### src/rtl/ht_client_port.sv
// Hash-table client port: registers host commands toward the table, tracks them in issue
// order and pairs each returned result with its command (mismatch / unsolicited / timeout).
package hash_table;
    localparam int unsigned KEY_W = 16;
    localparam int unsigned VAL_W = 16;
    localparam int unsigned BKT_W = 8;

    typedef enum logic [1:0] {
        SEARCH = 2'd0,
        INSERT = 2'd1,
        DELETE = 2'd2
    } ht_opcode_t;

    typedef enum logic [2:0] {
        SEARCH_FOUND                     = 3'd0,
        SEARCH_NOT_SUCCESS_NO_ENTRY      = 3'd1,
        INSERT_SUCCESS                   = 3'd2,
        INSERT_SUCCESS_SAME_KEY          = 3'd3,
        INSERT_NOT_SUCCESS_TABLE_IS_FULL = 3'd4,
        DELETE_SUCCESS                   = 3'd5,
        DELETE_NOT_SUCCESS_NO_ENTRY      = 3'd6
    } ht_rescode_t;

    typedef struct packed {
        logic [KEY_W-1:0] key;
        logic [VAL_W-1:0] value;
        ht_opcode_t       opcode;
    } ht_command_t;

    typedef struct packed {
        ht_command_t      cmd;
        ht_rescode_t      rescode;
        logic [BKT_W-1:0] bucket;
        logic [VAL_W-1:0] found_value;
    } ht_result_t;
endpackage

module ht_client_port
    import hash_table::*;
#(
    parameter int unsigned MAX_OUTSTANDING = 4,
    parameter int unsigned TIMEOUT_CYCLES  = 1024,
    parameter int unsigned CNT_WIDTH       = 16
) (
    input  logic                              clk_i,
    input  logic                              rst_i,
    input  ht_command_t                       host_cmd_i,
    input  logic                              host_valid_i,
    output logic                              host_ready_o,
    output ht_command_t                       ht_cmd_o,
    output logic                              ht_cmd_valid_o,
    input  logic                              ht_cmd_ready_i,
    input  ht_result_t                        ht_res_i,
    input  logic                              ht_res_valid_i,
    output logic                              ht_res_ready_o,
    output ht_result_t                        resp_o,
    output logic                              resp_timeout_o,
    output logic                              resp_mismatch_o,
    output logic                              resp_valid_o,
    input  logic                              resp_ready_i,
    output logic [$clog2(MAX_OUTSTANDING):0]  outstanding_o,
    output logic [CNT_WIDTH-1:0]              cnt_timeout_o,
    output logic [CNT_WIDTH-1:0]              cnt_mismatch_o,
    output logic [CNT_WIDTH-1:0]              cnt_unsolicited_o
);
    localparam int unsigned PTR_W = $clog2(MAX_OUTSTANDING);
    localparam int unsigned OCC_W = PTR_W + 1;
    localparam int unsigned TMR_W = (TIMEOUT_CYCLES > 0) ? $clog2(TIMEOUT_CYCLES + 1) : 1;

    ht_command_t          trk_q [MAX_OUTSTANDING];
    logic [PTR_W-1:0]     wr_ptr_q, wr_ptr_d, rd_ptr_q, rd_ptr_d;
    logic [OCC_W-1:0]     occ_q, occ_d;
    logic [TMR_W-1:0]     tmr_q, tmr_d;
    ht_command_t          cmd_q, cmd_d;
    logic                 cmd_valid_q, cmd_valid_d;
    ht_result_t           resp_q, resp_d;
    logic                 resp_valid_q, resp_valid_d;
    logic                 resp_to_q, resp_to_d, resp_mm_q, resp_mm_d;
    logic [CNT_WIDTH-1:0] cnt_to_q, cnt_to_d, cnt_mm_q, cnt_mm_d, cnt_un_q, cnt_un_d;

    logic        push, res_acc, res_pop, unsol, to_fire, pop, empty, mism;
    ht_command_t head;

    function automatic logic [CNT_WIDTH-1:0] sat_inc(input logic [CNT_WIDTH-1:0] v);
        return (&v) ? v : v + CNT_WIDTH'(1);
    endfunction

    function automatic ht_rescode_t timeout_code(input ht_opcode_t op);
        case (op)
            INSERT:  return INSERT_NOT_SUCCESS_TABLE_IS_FULL;
            DELETE:  return DELETE_NOT_SUCCESS_NO_ENTRY;
            default: return SEARCH_NOT_SUCCESS_NO_ENTRY;
        endcase
    endfunction

    // Handshakes; the full check uses the registered occupancy only
    assign host_ready_o   = (!cmd_valid_q || ht_cmd_ready_i) && (occ_q < OCC_W'(MAX_OUTSTANDING));
    assign ht_res_ready_o = !resp_valid_q || resp_ready_i;
    assign push           = host_valid_i && host_ready_o;
    assign res_acc        = ht_res_valid_i && ht_res_ready_o;
    assign empty          = (occ_q == '0);
    assign res_pop        = res_acc && !empty;
    assign unsol          = res_acc && empty;
    assign head           = trk_q[rd_ptr_q];
    assign mism           = (ht_res_i.cmd.key != head.key) || (ht_res_i.cmd.opcode != head.opcode);
    assign to_fire        = (TIMEOUT_CYCLES != 0) && !empty && (tmr_q == TMR_W'(TIMEOUT_CYCLES))
                            && ht_res_ready_o && !res_acc;
    assign pop            = res_pop || to_fire;

    always_comb begin
        cmd_d        = cmd_q;
        cmd_valid_d  = cmd_valid_q;
        wr_ptr_d     = wr_ptr_q;
        rd_ptr_d     = rd_ptr_q;
        tmr_d        = tmr_q;
        resp_d       = resp_q;
        resp_valid_d = resp_valid_q;
        resp_to_d    = resp_to_q;
        resp_mm_d    = resp_mm_q;
        cnt_to_d     = cnt_to_q;
        cnt_mm_d     = cnt_mm_q;
        cnt_un_d     = cnt_un_q;

        if (push) begin
            cmd_d       = host_cmd_i;
            cmd_valid_d = 1'b1;
            wr_ptr_d    = wr_ptr_q + PTR_W'(1);
        end else if (ht_cmd_ready_i) begin
            cmd_valid_d = 1'b0;
        end

        if (pop) rd_ptr_d = rd_ptr_q + PTR_W'(1);
        occ_d = occ_q + OCC_W'(push) - OCC_W'(pop);

        // Timer saturates at the limit so a blocked timeout stays pending
        if (empty || pop) begin
            tmr_d = '0;
        end else if (tmr_q != TMR_W'(TIMEOUT_CYCLES)) begin
            tmr_d = tmr_q + TMR_W'(1);
        end

        if (res_pop) begin
            resp_d       = ht_res_i;
            resp_valid_d = 1'b1;
            resp_to_d    = 1'b0;
            resp_mm_d    = mism;
            if (mism) cnt_mm_d = sat_inc(cnt_mm_q);
        end else if (to_fire) begin
            resp_d         = '0;
            resp_d.cmd     = head;
            resp_d.rescode = timeout_code(head.opcode);
            resp_valid_d   = 1'b1;
            resp_to_d      = 1'b1;
            resp_mm_d      = 1'b0;
            cnt_to_d       = sat_inc(cnt_to_q);
        end else if (resp_ready_i) begin
            resp_valid_d = 1'b0;
        end

        if (unsol) cnt_un_d = sat_inc(cnt_un_q);
    end

    always_ff @(posedge clk_i or posedge rst_i) begin
        if (rst_i) begin
            for (int unsigned i = 0; i < MAX_OUTSTANDING; i++) trk_q[i] <= '0;
            wr_ptr_q     <= '0;
            rd_ptr_q     <= '0;
            occ_q        <= '0;
            tmr_q        <= '0;
            cmd_q        <= '0;
            cmd_valid_q  <= 1'b0;
            resp_q       <= '0;
            resp_valid_q <= 1'b0;
            resp_to_q    <= 1'b0;
            resp_mm_q    <= 1'b0;
            cnt_to_q     <= '0;
            cnt_mm_q     <= '0;
            cnt_un_q     <= '0;
        end else begin
            if (push) trk_q[wr_ptr_q] <= host_cmd_i;
            wr_ptr_q     <= wr_ptr_d;
            rd_ptr_q     <= rd_ptr_d;
            occ_q        <= occ_d;
            tmr_q        <= tmr_d;
            cmd_q        <= cmd_d;
            cmd_valid_q  <= cmd_valid_d;
            resp_q       <= resp_d;
            resp_valid_q <= resp_valid_d;
            resp_to_q    <= resp_to_d;
            resp_mm_q    <= resp_mm_d;
            cnt_to_q     <= cnt_to_d;
            cnt_mm_q     <= cnt_mm_d;
            cnt_un_q     <= cnt_un_d;
        end
    end

    assign ht_cmd_o          = cmd_q;
    assign ht_cmd_valid_o    = cmd_valid_q;
    assign resp_o            = resp_q;
    assign resp_valid_o      = resp_valid_q;
    assign resp_timeout_o    = resp_to_q;
    assign resp_mismatch_o   = resp_mm_q;
    assign outstanding_o     = occ_q;
    assign cnt_timeout_o     = cnt_to_q;
    assign cnt_mismatch_o    = cnt_mm_q;
    assign cnt_unsolicited_o = cnt_un_q;
endmodule
### config.mk
export PLATFORM = sky130hd
export DESIGN_NAME = ht_client_port
export DESIGN_NICKNAME = d
export VERILOG_FILES = /design/src/rtl/ht_client_port.sv
export SDC_FILE = /design/constraint.sdc
export NUM_CORES = 1
export LEC_CHECK = 0
export CAP_MARGIN = 20
export CORE_MARGIN = 4
export CORE_UTILIZATION = 50
export CTS_CLUSTER_DIAMETER = 120
export DETAILED_ROUTE_END_ITERATION = 16
export GPL_TIMING_DRIVEN = 0
export PLACE_DENSITY_LB_ADDON = 0.08
export SLEW_MARGIN = 25
export SYNTH_ARGS = -nofsm -noshare
export SYNTH_HDL_FRONTEND = slang
export SYNTH_SLANG_ARGS = --single-unit
### constraint.sdc
create_clock -name clk_i -period 12.9 [get_ports clk_i]
set_input_delay 2.58 -clock clk_i [delete_from_list [all_inputs] [get_ports clk_i]]
set_output_delay 2.58 -clock clk_i [all_outputs]
set_load 0.01 [all_outputs]
* After elaboration in Yosys (flattened, before gate mapping)
Cells that the tools add are included.
** Operators by class
- $add $sub $neg :: 8
- $lt $le $gt $ge :: 4
- Eq/ne operators :: 6
- Muxes and demuxes :: 20
- Bitwise logic cells :: 6
- Reductions and logical operators :: 29
** Operators with widths (number)
- 136-bit bitwise mux :: 1
- 61-bit 2-to-1 mux :: 2
- 34-bit 2-to-1 mux :: 3
- 34-bit binary-select mux with 2-bit select :: 1
- 34-bit demux with 2-bit select :: 1
- 16-bit by 1-bit adder with 16-bit output, second input constant :: 3
- 16-bit AND reduction :: 3
- 11-bit 2-to-1 mux :: 2
- 16-bit != test :: 1
- 11-bit by 1-bit adder with 11-bit output, second input constant :: 1
- 11-bit == test, second input constant :: 1
- 11-bit != test, second input constant :: 1
- 1-bit logical AND :: 9
- 1-bit 2-to-1 mux :: 9
- 3-bit >= comparator, second input constant :: 2
- 2-bit inverter with 3-bit output :: 2
- 3-bit one-hot mux with 2 select lines :: 1
- 3-bit AND reduction :: 2
- 2-bit nonzero test :: 3
- 1-bit logical OR :: 5
- 2-bit by 1-bit adder with 2-bit output, second input constant :: 2
- 1-bit zero test :: 4
- 1-bit inverter :: 4
- 3-bit by 1-bit adder with 3-bit output :: 1
- other kinds (9) :: 9
** Storage, ports and cells
- Register bits after elaboration :: 301
- Input bits :: 101
- Output and inout port bits :: 152
- Word-level logic and storage cells :: 105

* Longest topological paths before layout
Gate-level depths: netlist (run 1).
- Word-level depth :: 8
- Mapped depth :: 13
- Depth with buffers taken out :: 13

* Worst setup path after synthesis (run 1)
No wires, ideal clock.
- Path kind :: input-to-output
- Start point :: input port resp_ready_i
- End point :: output port ht_res_ready_o
- Arrival :: 2879 ps
- Setup slack :: 7441 ps
- Cell stages on the path :: 2
- Buffers on the path :: 1
- Cell sequence :: nand2b_1 > clkbuf_1
** Between the ends
- Word-level cells in the longest chain between the ends :: 1
** RTL lines
- start: declaration :: line 60 : input logic resp_ready_i,
- 1-bit logical OR :: line 98 : assign ht_res_ready_o = !resp_valid_q || resp_ready_i;
- end: declaration :: line 55 : output logic ht_res_ready_o,
No other way between the ends.

* Final worst setup path (run 1)
Ends and elaborated chain as after synthesis.

==> parameters.txt, run 1 <==
Parameter                              Value

Outcome
  Run status    finished clean

CTS
  Number of setup buffers added after CTS    0
  Post-cts hold buffer count    0
  Clock Sink Count    approximately 300
  Later-pin clock latency in the skew report    0.50 ns
  Number of H-tree branching levels    2
  CTS-repair resized insts    0
  Clock tree from TritonCTS    done
  Clock slew at the register clock pins of the worst setup and hold paths    roughly 0.060 ns
  Cell at the root of the clock tree    clkbuf_16
  Clock buffers created by TritonCTS    34
  Bufs on Longest Clock Path    3

Floorplan
  Total I/O pin count    253
  Core Rows    59
  Die height    170.6 µm
  Die area    29,100 µm²
  Initial Utilization    50.71%
  Core region area    26,060 µm²
  Horizontal die dimension    170.6 µm

STA
  Slew Viols, Final    0
  RSZ-0062 raised after global routing    no
  Worst Max-Slew Pin Slew    0.8145 ns
  Remaining max-slew budget at the tightest pin    ~45%
  Clock Skews    0.01033 ns
  Period utilisation layout    50.57%
  Setup-violating endpoint count in the final report    0
  Final TNS setup    0 ns
  Post-Route Hold Slack    roughly 0.49 ns
  Hold Violations, Final    0
  Final critical-path required period    6.524 ns
  Highest clock frequency the design can meet    153.3 MHz

Detailed routing
  Number of design-rule violations left by the first detailed-router iteration    around 640
  DRC violations left    0
  Highest routing layer actually used    met5
  Drt pass-1 iters    4
  Sum of routed wire length over all layers    33,170 µm
  Routed via count    9,164
  Mean routed wirelength per cell    19.63 µm
  Wire length on met2    16,560 µm
  Post-detailed-route via-to-cell ratio    roughly 5.4
  Final antenna-violating net count    0
  Total length of routed met3 wires    between 2000 and 2500 µm
  Met1 routed wirelength after detailed routing    13,880 µm

GRT
  Global router's overall resource usage    23.11%
  Via count of the first global-routing pass    between 9k and 10k
  Antenna violations before repair    1
  Global-route wire length before repair    ~53,000 µm
  Largest net degree at the start of global routing    86
  Overall overflow remaining after global route    0

Critical path
  Highest fanout seen on the critical path    6
  Startpoint types    input pin
  Setup slack, reg-to-reg    9.38 ns
  Critical Path RT    10.32 ns
  Signal arrival time at the worst endpoint    3.94 ns
  Critical Path Sink Type    output port
  Critical path class    in2out

Synthesis
  Count of distinct cell types in the synthesized netlist    40
  Number of enable-type register cells in the synthesized netlist    0
  Top cell type by total area after synthesis    dfrtp_1
  Library cell with the highest instance count after synthesis    dfrtp_1
  Primary flip-flop cell chosen by synthesis mapping    dfrtp_1
  Total of flip-flops plus latches after synthesis    301
  Yosys top cell area share    a little under three fifths
  Post-synthesis instance total    1,043
  Net count after synthesis    1,157
  Largest cells by area after synthesis    dfrtp_1, mux2_2, nand2_1
  Synthesized area per cell    12.67 µm²
  Leading post-synthesis cells by instance count    dfrtp_1, mux2_2, nand2_1, nor2_1, xnor2_1
  Mapped cell area    13,220 µm²
  Number of warnings issued by yosys    0
  Post-synthesis async set-or-reset flop share    100.0%
  Fraction of the yosys area taken by sequential cells    about 57%

Layout
  Sequential standard cell area    approximately 7500 µm²
  Net count, final    1,448
  Area growth from synthesis to layout    31.50%
  Area used by multi-input combinational logic    between 5000 and 6000 µm²
  Fraction of layout instances using a drive strength above 1    20.00%
  Non-filler cells, final    1,690
  Diodes inserted    0
  Filler cell count in the final layout    between 2k and 2.5k

Pwr
  Power share of the sequential group    38.5%
  Reported net switching power    around 1.2 mW
  Internal power summed over all cells    around 2.8 mW
  Clock share of power    24.0%
  Combinational fraction of design power    37.4%
  Switching power share of the total    a little under a third
  Cell area power density    230.2 nW/µm²
  Peak supply drop    around 0.16 mV
  LEAKAGE    7.461 nW

Place
  Routability cong.    roughly 0.85
  Placed insts    1,633
  Half-perimeter wire length after placement    between 20,000 and 25,000 µm
  Number of buffers inserted by port buffering    252

Run
  # Max-Cap Violations    0

Min path
  Worst min-delay path category    reg2reg
## logic make-up after synthesis
kind of cell             count (synthesis)  share of synthesized area (%)
AO/OA/AOI/OAI                           68                          2.992
XOR/XNOR                                76                          5.037
adder cells (fa/ha/maj)                 13                          1.288
buffers and inverters                   69                          2.291
flip-flops                             301                          57.00
multiplexers                           209                          20.96
AND/OR/NAND/NOR                        307                          10.43
## worst paths after layout
| kind | depth (start not counted) | end | startpoint |
|---|---|---|---|
| worst max-delay path | 4 | ht_res_ready_o | resp_ready_i |
| worst min-delay path | 1 | cnt_mismatch_o[6] | cnt_mismatch_o[6] |
| worst max register to register | 12 | outstanding_o[2] | tmr_q[6] |
| worst min register to register | 1 | cnt_mismatch_o[6] | cnt_mismatch_o[6] |
| max in group asynchronous | 4 | trk_q[124] | rst_i |
| min in group asynchronous | 2 | cnt_unsolicited_o[14] | rst_i |
## metal layers
layer  track usage, %  vias to the layer above
met5                0                        -
met3            3.835                       52
li1                 -                     4235
met4            5.903                        2
met1            31.18                     4647
met2            39.43                      228
## critical path, stage by stage
cell             delay, ns
clkdlybuf4s50_1       0.44
nand2b_1              0.09
clkbuf_1              0.24
clkdlybuf4s50_1       0.59
## sequential cells by signal (all words and copies together) (netlist names), 3 cells and up
| register | count |
|---|---|
| cnt_mismatch_o | 16 |
| cnt_timeout_o | 16 |
| cnt_unsolicited_o | 16 |
| ht_cmd_o | 34 |
| outstanding_o | 3 |
| resp_o | 61 |
| tmr_q | 11 |
| trk_q | 136 |
## final cells by class
| class | instances | share of cell area, % |
|---|---|---|
| tap | 335 | 2.412 |
| sequential | 301 | 43.34 |
| multi-input combinational | 673 | 30.96 |
| clock inverter | 4 | 0.2592 |
| timing repair buffer | 255 | 14.99 |
| inverter | 17 | 0.4104 |
| buffer | 52 | 1.375 |
| clock buffer | 53 | 6.250 |
## cells in the final DEF, fill, tap and decap left out, drive strengths merged, types with 2 or more instances in the layout
cell type / count
buf: 12
nand4: 17
clkinv: 3
o21ai: 26
and2: 2
mux4: 34
nor2: 72
a21oi: 4
nand2: 151
nor4: 8
and4: 3
mux2: 175
a31oi: 35
or3: 2
xor2: 23
xnor2: 53
inv: 17
dfrtp: 301
clkbuf: 96
nor3: 7
clkdlybuf4s50: 252
and3: 9
nand3: 32
ha: 12
## power by group through the flow
stage / Clock, mW / Combinational [mW] / Sequential [mW]
5_1_grt: 1.02 / 1.63 / 1.59
2_1_floorplan: 0 / 0.842 / 1.58
3_3_place_gp: 0 / 1.48 / 1.54
6_report: 0.961 / 1.50 / 1.54
3_5_place_dp: 0 / 1.51 / 1.56
4_1_cts: 0.984 / 1.52 / 1.54
## metrics by stage
stage	instance area, µm²	util (%)	power (mW)	setup slack (ns)
CTS	17380	66.69	4.046	6.376
floorplan	13220	-	2.422	2.002
detailed placement	16250	62.35	3.065	6.379
global placement	16160	62.00	3.023	-1.838
finish	17380	66.69	4.000	6.376
global route	17380	66.69	4.240	6.317
No activity file was read; power rests on OpenSTA's default activity.
==> run 2: changes to the inputs <==
==> constraint.sdc (replaced) <==
create_clock -name clk_i -period 6.3 [get_ports clk_i]
set_input_delay 1.26 -clock clk_i [delete_from_list [all_inputs] [get_ports clk_i]]
set_output_delay 1.26 -clock clk_i [all_outputs]
set_load 0.01 [all_outputs]
==> parameters.txt, run 2 (same netlist as run 1, synthesis figures left out) <==
Parameter                              Value

STA
  RSZ-0062 raised after global routing    no (unchanged)
  Final critical-path required period    4.076 ns
  Clock Skews    0.01119 ns (was 0.01033 ns)
  Hold Violations, Final    0 (unchanged)
  Setup-violating endpoint count in the final report    0 (unchanged)
  Highest clock frequency the design can meet    245.3 MHz
  Worst Max-Slew Pin Slew    0.8219 ns (was 0.8145 ns)
  Slew Viols, Final    0 (unchanged)
  Remaining max-slew budget at the tightest pin    45.21% (was 45.50%)
  Period utilisation layout    approximately two thirds

Outcome
  Run status    finished clean (unchanged)

Critical path
  Critical Path RT    6.68 ns (was 10.32 ns)
  Highest fanout seen on the critical path    7 (was 6)
  List of cells traversed by the critical path    clkdlybuf4s50_1, nand2b_1, clkbuf_1, nand2_1, nor2_1, nor2_1, inv_1, ha_1, inv_1, ha_1, inv_1, fa_1, xnor2_1, xnor2_1 (was clkdlybuf4s50_1, nand2b_1, clkbuf_1, clkdlybuf4s50_1)
  Critical path's top delay family    simple AND/OR/NAND/NOR gates (was buffers and inverters)
  Most frequent cell on the critical path    inv_1 (was clkdlybuf4s50_1)
  Critical Path Sink Type    register (was output port)
  Buf+Inv Stages, Crit Path    5 (was 3)
  Highest cell delay on the worst timing path    0.63 ns (was 0.59 ns)
  Signal arrival time at the worst endpoint    4.46 ns (was 3.94 ns)
  Startpoint types    input pin (unchanged)
  Cell with the largest stage delay on the worst path    nor2_1 (was clkdlybuf4s50_1)
  Critical path class    in2reg (was in2out)

Pwr
  Cell area power density    471.0 nW/µm² (was 230.2 nW/µm²)
  Peak supply drop    0.2790 mV (was 0.1554 mV)
  Total Power Consumption    8.292 mW (was 4.000 mW)
  LEAKAGE    7.565 nW (was 7.461 nW)

GRT
  Via count of the first global-routing pass    9,532 (was 9,566)
  Antenna violations before repair    0 (was 1)
  Overall overflow remaining after global route    0 (unchanged)
  Global-route wire length before repair    52,360 µm (was 52,970 µm)
  Largest net degree at the start of global routing    33 (was 86)
  Global router's overall resource usage    22.77% (was 23.11%)

CTS
  Cell at the root of the clock tree    clkbuf_16 (unchanged)
  Clock buffers created by TritonCTS    35 (was 34)
  Later-pin clock latency in the skew report    0.50 ns (about the same)
  Post-cts hold buffer count    0 (unchanged)
  Clock tree from TritonCTS    done (unchanged)
  CTS-repair resized insts    0 (unchanged)
  Clock slew at the register clock pins of the worst setup and hold paths    0.06 ns (about the same)
  Bufs on Longest Clock Path    3 (unchanged)
  Number of setup buffers added after CTS    0 (unchanged)
  Clock Sink Count    301 (unchanged)
  Number of H-tree branching levels    2 (unchanged)

Place
  Placed insts    1,641 (was 1,633)
  Number of buffers inserted by port buffering    252 (unchanged)
  Half-perimeter wire length after placement    24,530 µm (was 23,960 µm)
  Routability cong.    0.8079 (was 0.8488)

Floorplan
  Die area    29,100 µm² (unchanged)
  Total I/O pin count    253 (unchanged)
  Core region area    26,060 µm² (unchanged)
  Initial Utilization    50.71% (unchanged)
  Horizontal die dimension    170.6 µm (unchanged)
  Die height    170.6 µm (unchanged)
  Core Rows    59 (unchanged)

Layout
  Fraction of layout instances using a drive strength above 1    20.66% (was 20.00%)
  Final design utilization    67.56% (was 66.69%)
  Area used by multi-input combinational logic    5380 µm² (unchanged)
  Diodes inserted    0 (unchanged)
  Area growth from synthesis to layout    33.21% (was 31.50%)
  Net count, final    1,457 (was 1,448)
  Commonest non-fill, non-tap cell in the layout    dfrtp_1 (unchanged)
  Largest register FFs    136 (unchanged)
  Filler cell count in the final layout    1,954 (was 2,018)
  Non-filler cells, final    1,700 (was 1,690)
  Commonest cells after routing, fill and taps aside    dfrtp_1, clkdlybuf4s50_1, mux2_2 (unchanged)
  Sequential standard cell area    7532 µm² (unchanged)
  Largest register by flop count    trk_q (unchanged)

Min path
  Worst min-delay path category    reg2reg (unchanged)

Detailed routing
  Mean routed wirelength per cell    19.35 µm (was 19.63 µm)
  DRC violations left    0 (unchanged)
  Drt pass-1 iters    4 (unchanged)
  Routed via count    9,183 (was 9,164)
  Number of design-rule violations left by the first detailed-router iteration    511 (was 643)
  Sum of routed wire length over all layers    32,900 µm (was 33,170 µm)
  Post-detailed-route via-to-cell ratio    5.402 (was 5.422)
  Final antenna-violating net count    0 (unchanged)

Run
  # Max-Cap Violations    0 (unchanged)
[run 2: changes by cell type in the layout (fill, tap and decap cells not counted), sizes merged]
cell and change:
buf +8, bufinv +3, clkinvlp +1, clkinv +3, clkbuf -5
[run 2: final timing paths]
| kind | from | endpoint | slack, ns | cells past startpoint |
|---|---|---|---|---|
| setup / recovery | resp_ready_i | outstanding_o[2] | 2.22 | 14 |
| hold / removal | cnt_mismatch_o[6] | cnt_mismatch_o[6] | 0.49 | 1 |
| setup reg to reg | tmr_q[6] | outstanding_o[2] | 2.75 | 12 |
| hold reg to reg | cnt_mismatch_o[6] | cnt_mismatch_o[6] | 0.49 | 1 |
| max in group asynchronous | rst_i | resp_o[14] | 4.09 | 5 |
| min in group asynchronous | rst_i | trk_q[13] | 1.21 | 2 |
[run 2: report_power, final]
group	internal (mW)	switching, mW
logic	1.76	1.31
clock network	1.30	0.759
registers	2.72	0.436
[run 2: metrics by stage]
stage / hold WS (ns) / cell area, µm² / setup WS (ns) / setup TNS (ns)
after floorplan: 0.4704 / 13220 / 1.039 / 0
after global placement: 0.4797 / 16160 / -1.192 / -349.20
after detailed placement: 0.4804 / 16420 / 1.716 / 0
after CTS: 0.4921 / 17600 / 2.218 / 0
after global routing: 0.5043 / 17600 / 2.018 / 0
final: 0.4916 / 17600 / 2.224 / 0
[run 2: final cells by class]
cell class,instances,share of cell area (%)
flip-flops and latches,301,42.79
multi-input cells,673,30.56
repair buffers,263,15.79
clock buffers,48,5.835
well taps,335,2.381
plain buffers,52,1.357
clock inverters,11,0.9026
inverters,17,0.3838
[run 2: layer usage]
metal / wire length, µm / vias to the layer above / GRT usage (%)
met5: 0 / - / 0
met4: 752 / 0 / 6.389
met3: 1983 / 51 / 3.720
met2: 16490 / 239 / 39.01
met1: 13670 / 4614 / 30.38
li1: - / 4279 / -
==> run 3: changes to the inputs <==
==> constraint.sdc (replaced) <==
create_clock -name clk_i -period 4 [get_ports clk_i]
set_input_delay 0.8 -clock clk_i [delete_from_list [all_inputs] [get_ports clk_i]]
set_output_delay 0.8 -clock clk_i [all_outputs]
set_load 0.01 [all_outputs]
==> results of run 3 <==
Same layout as run 2 (identical final DEF). Status: finished clean.
Among the figures that moved: setup slack after placement 1.716 ns -> -0.1244 ns; setup slack after layout 2.224 ns -> 0.3835 ns; register-to-register setup slack 2.75 ns -> 0.45 ns; total power 8.292 mW -> 13.06 mW; worst IR drop on VDD 0.2790 mV -> 0.4394 mV
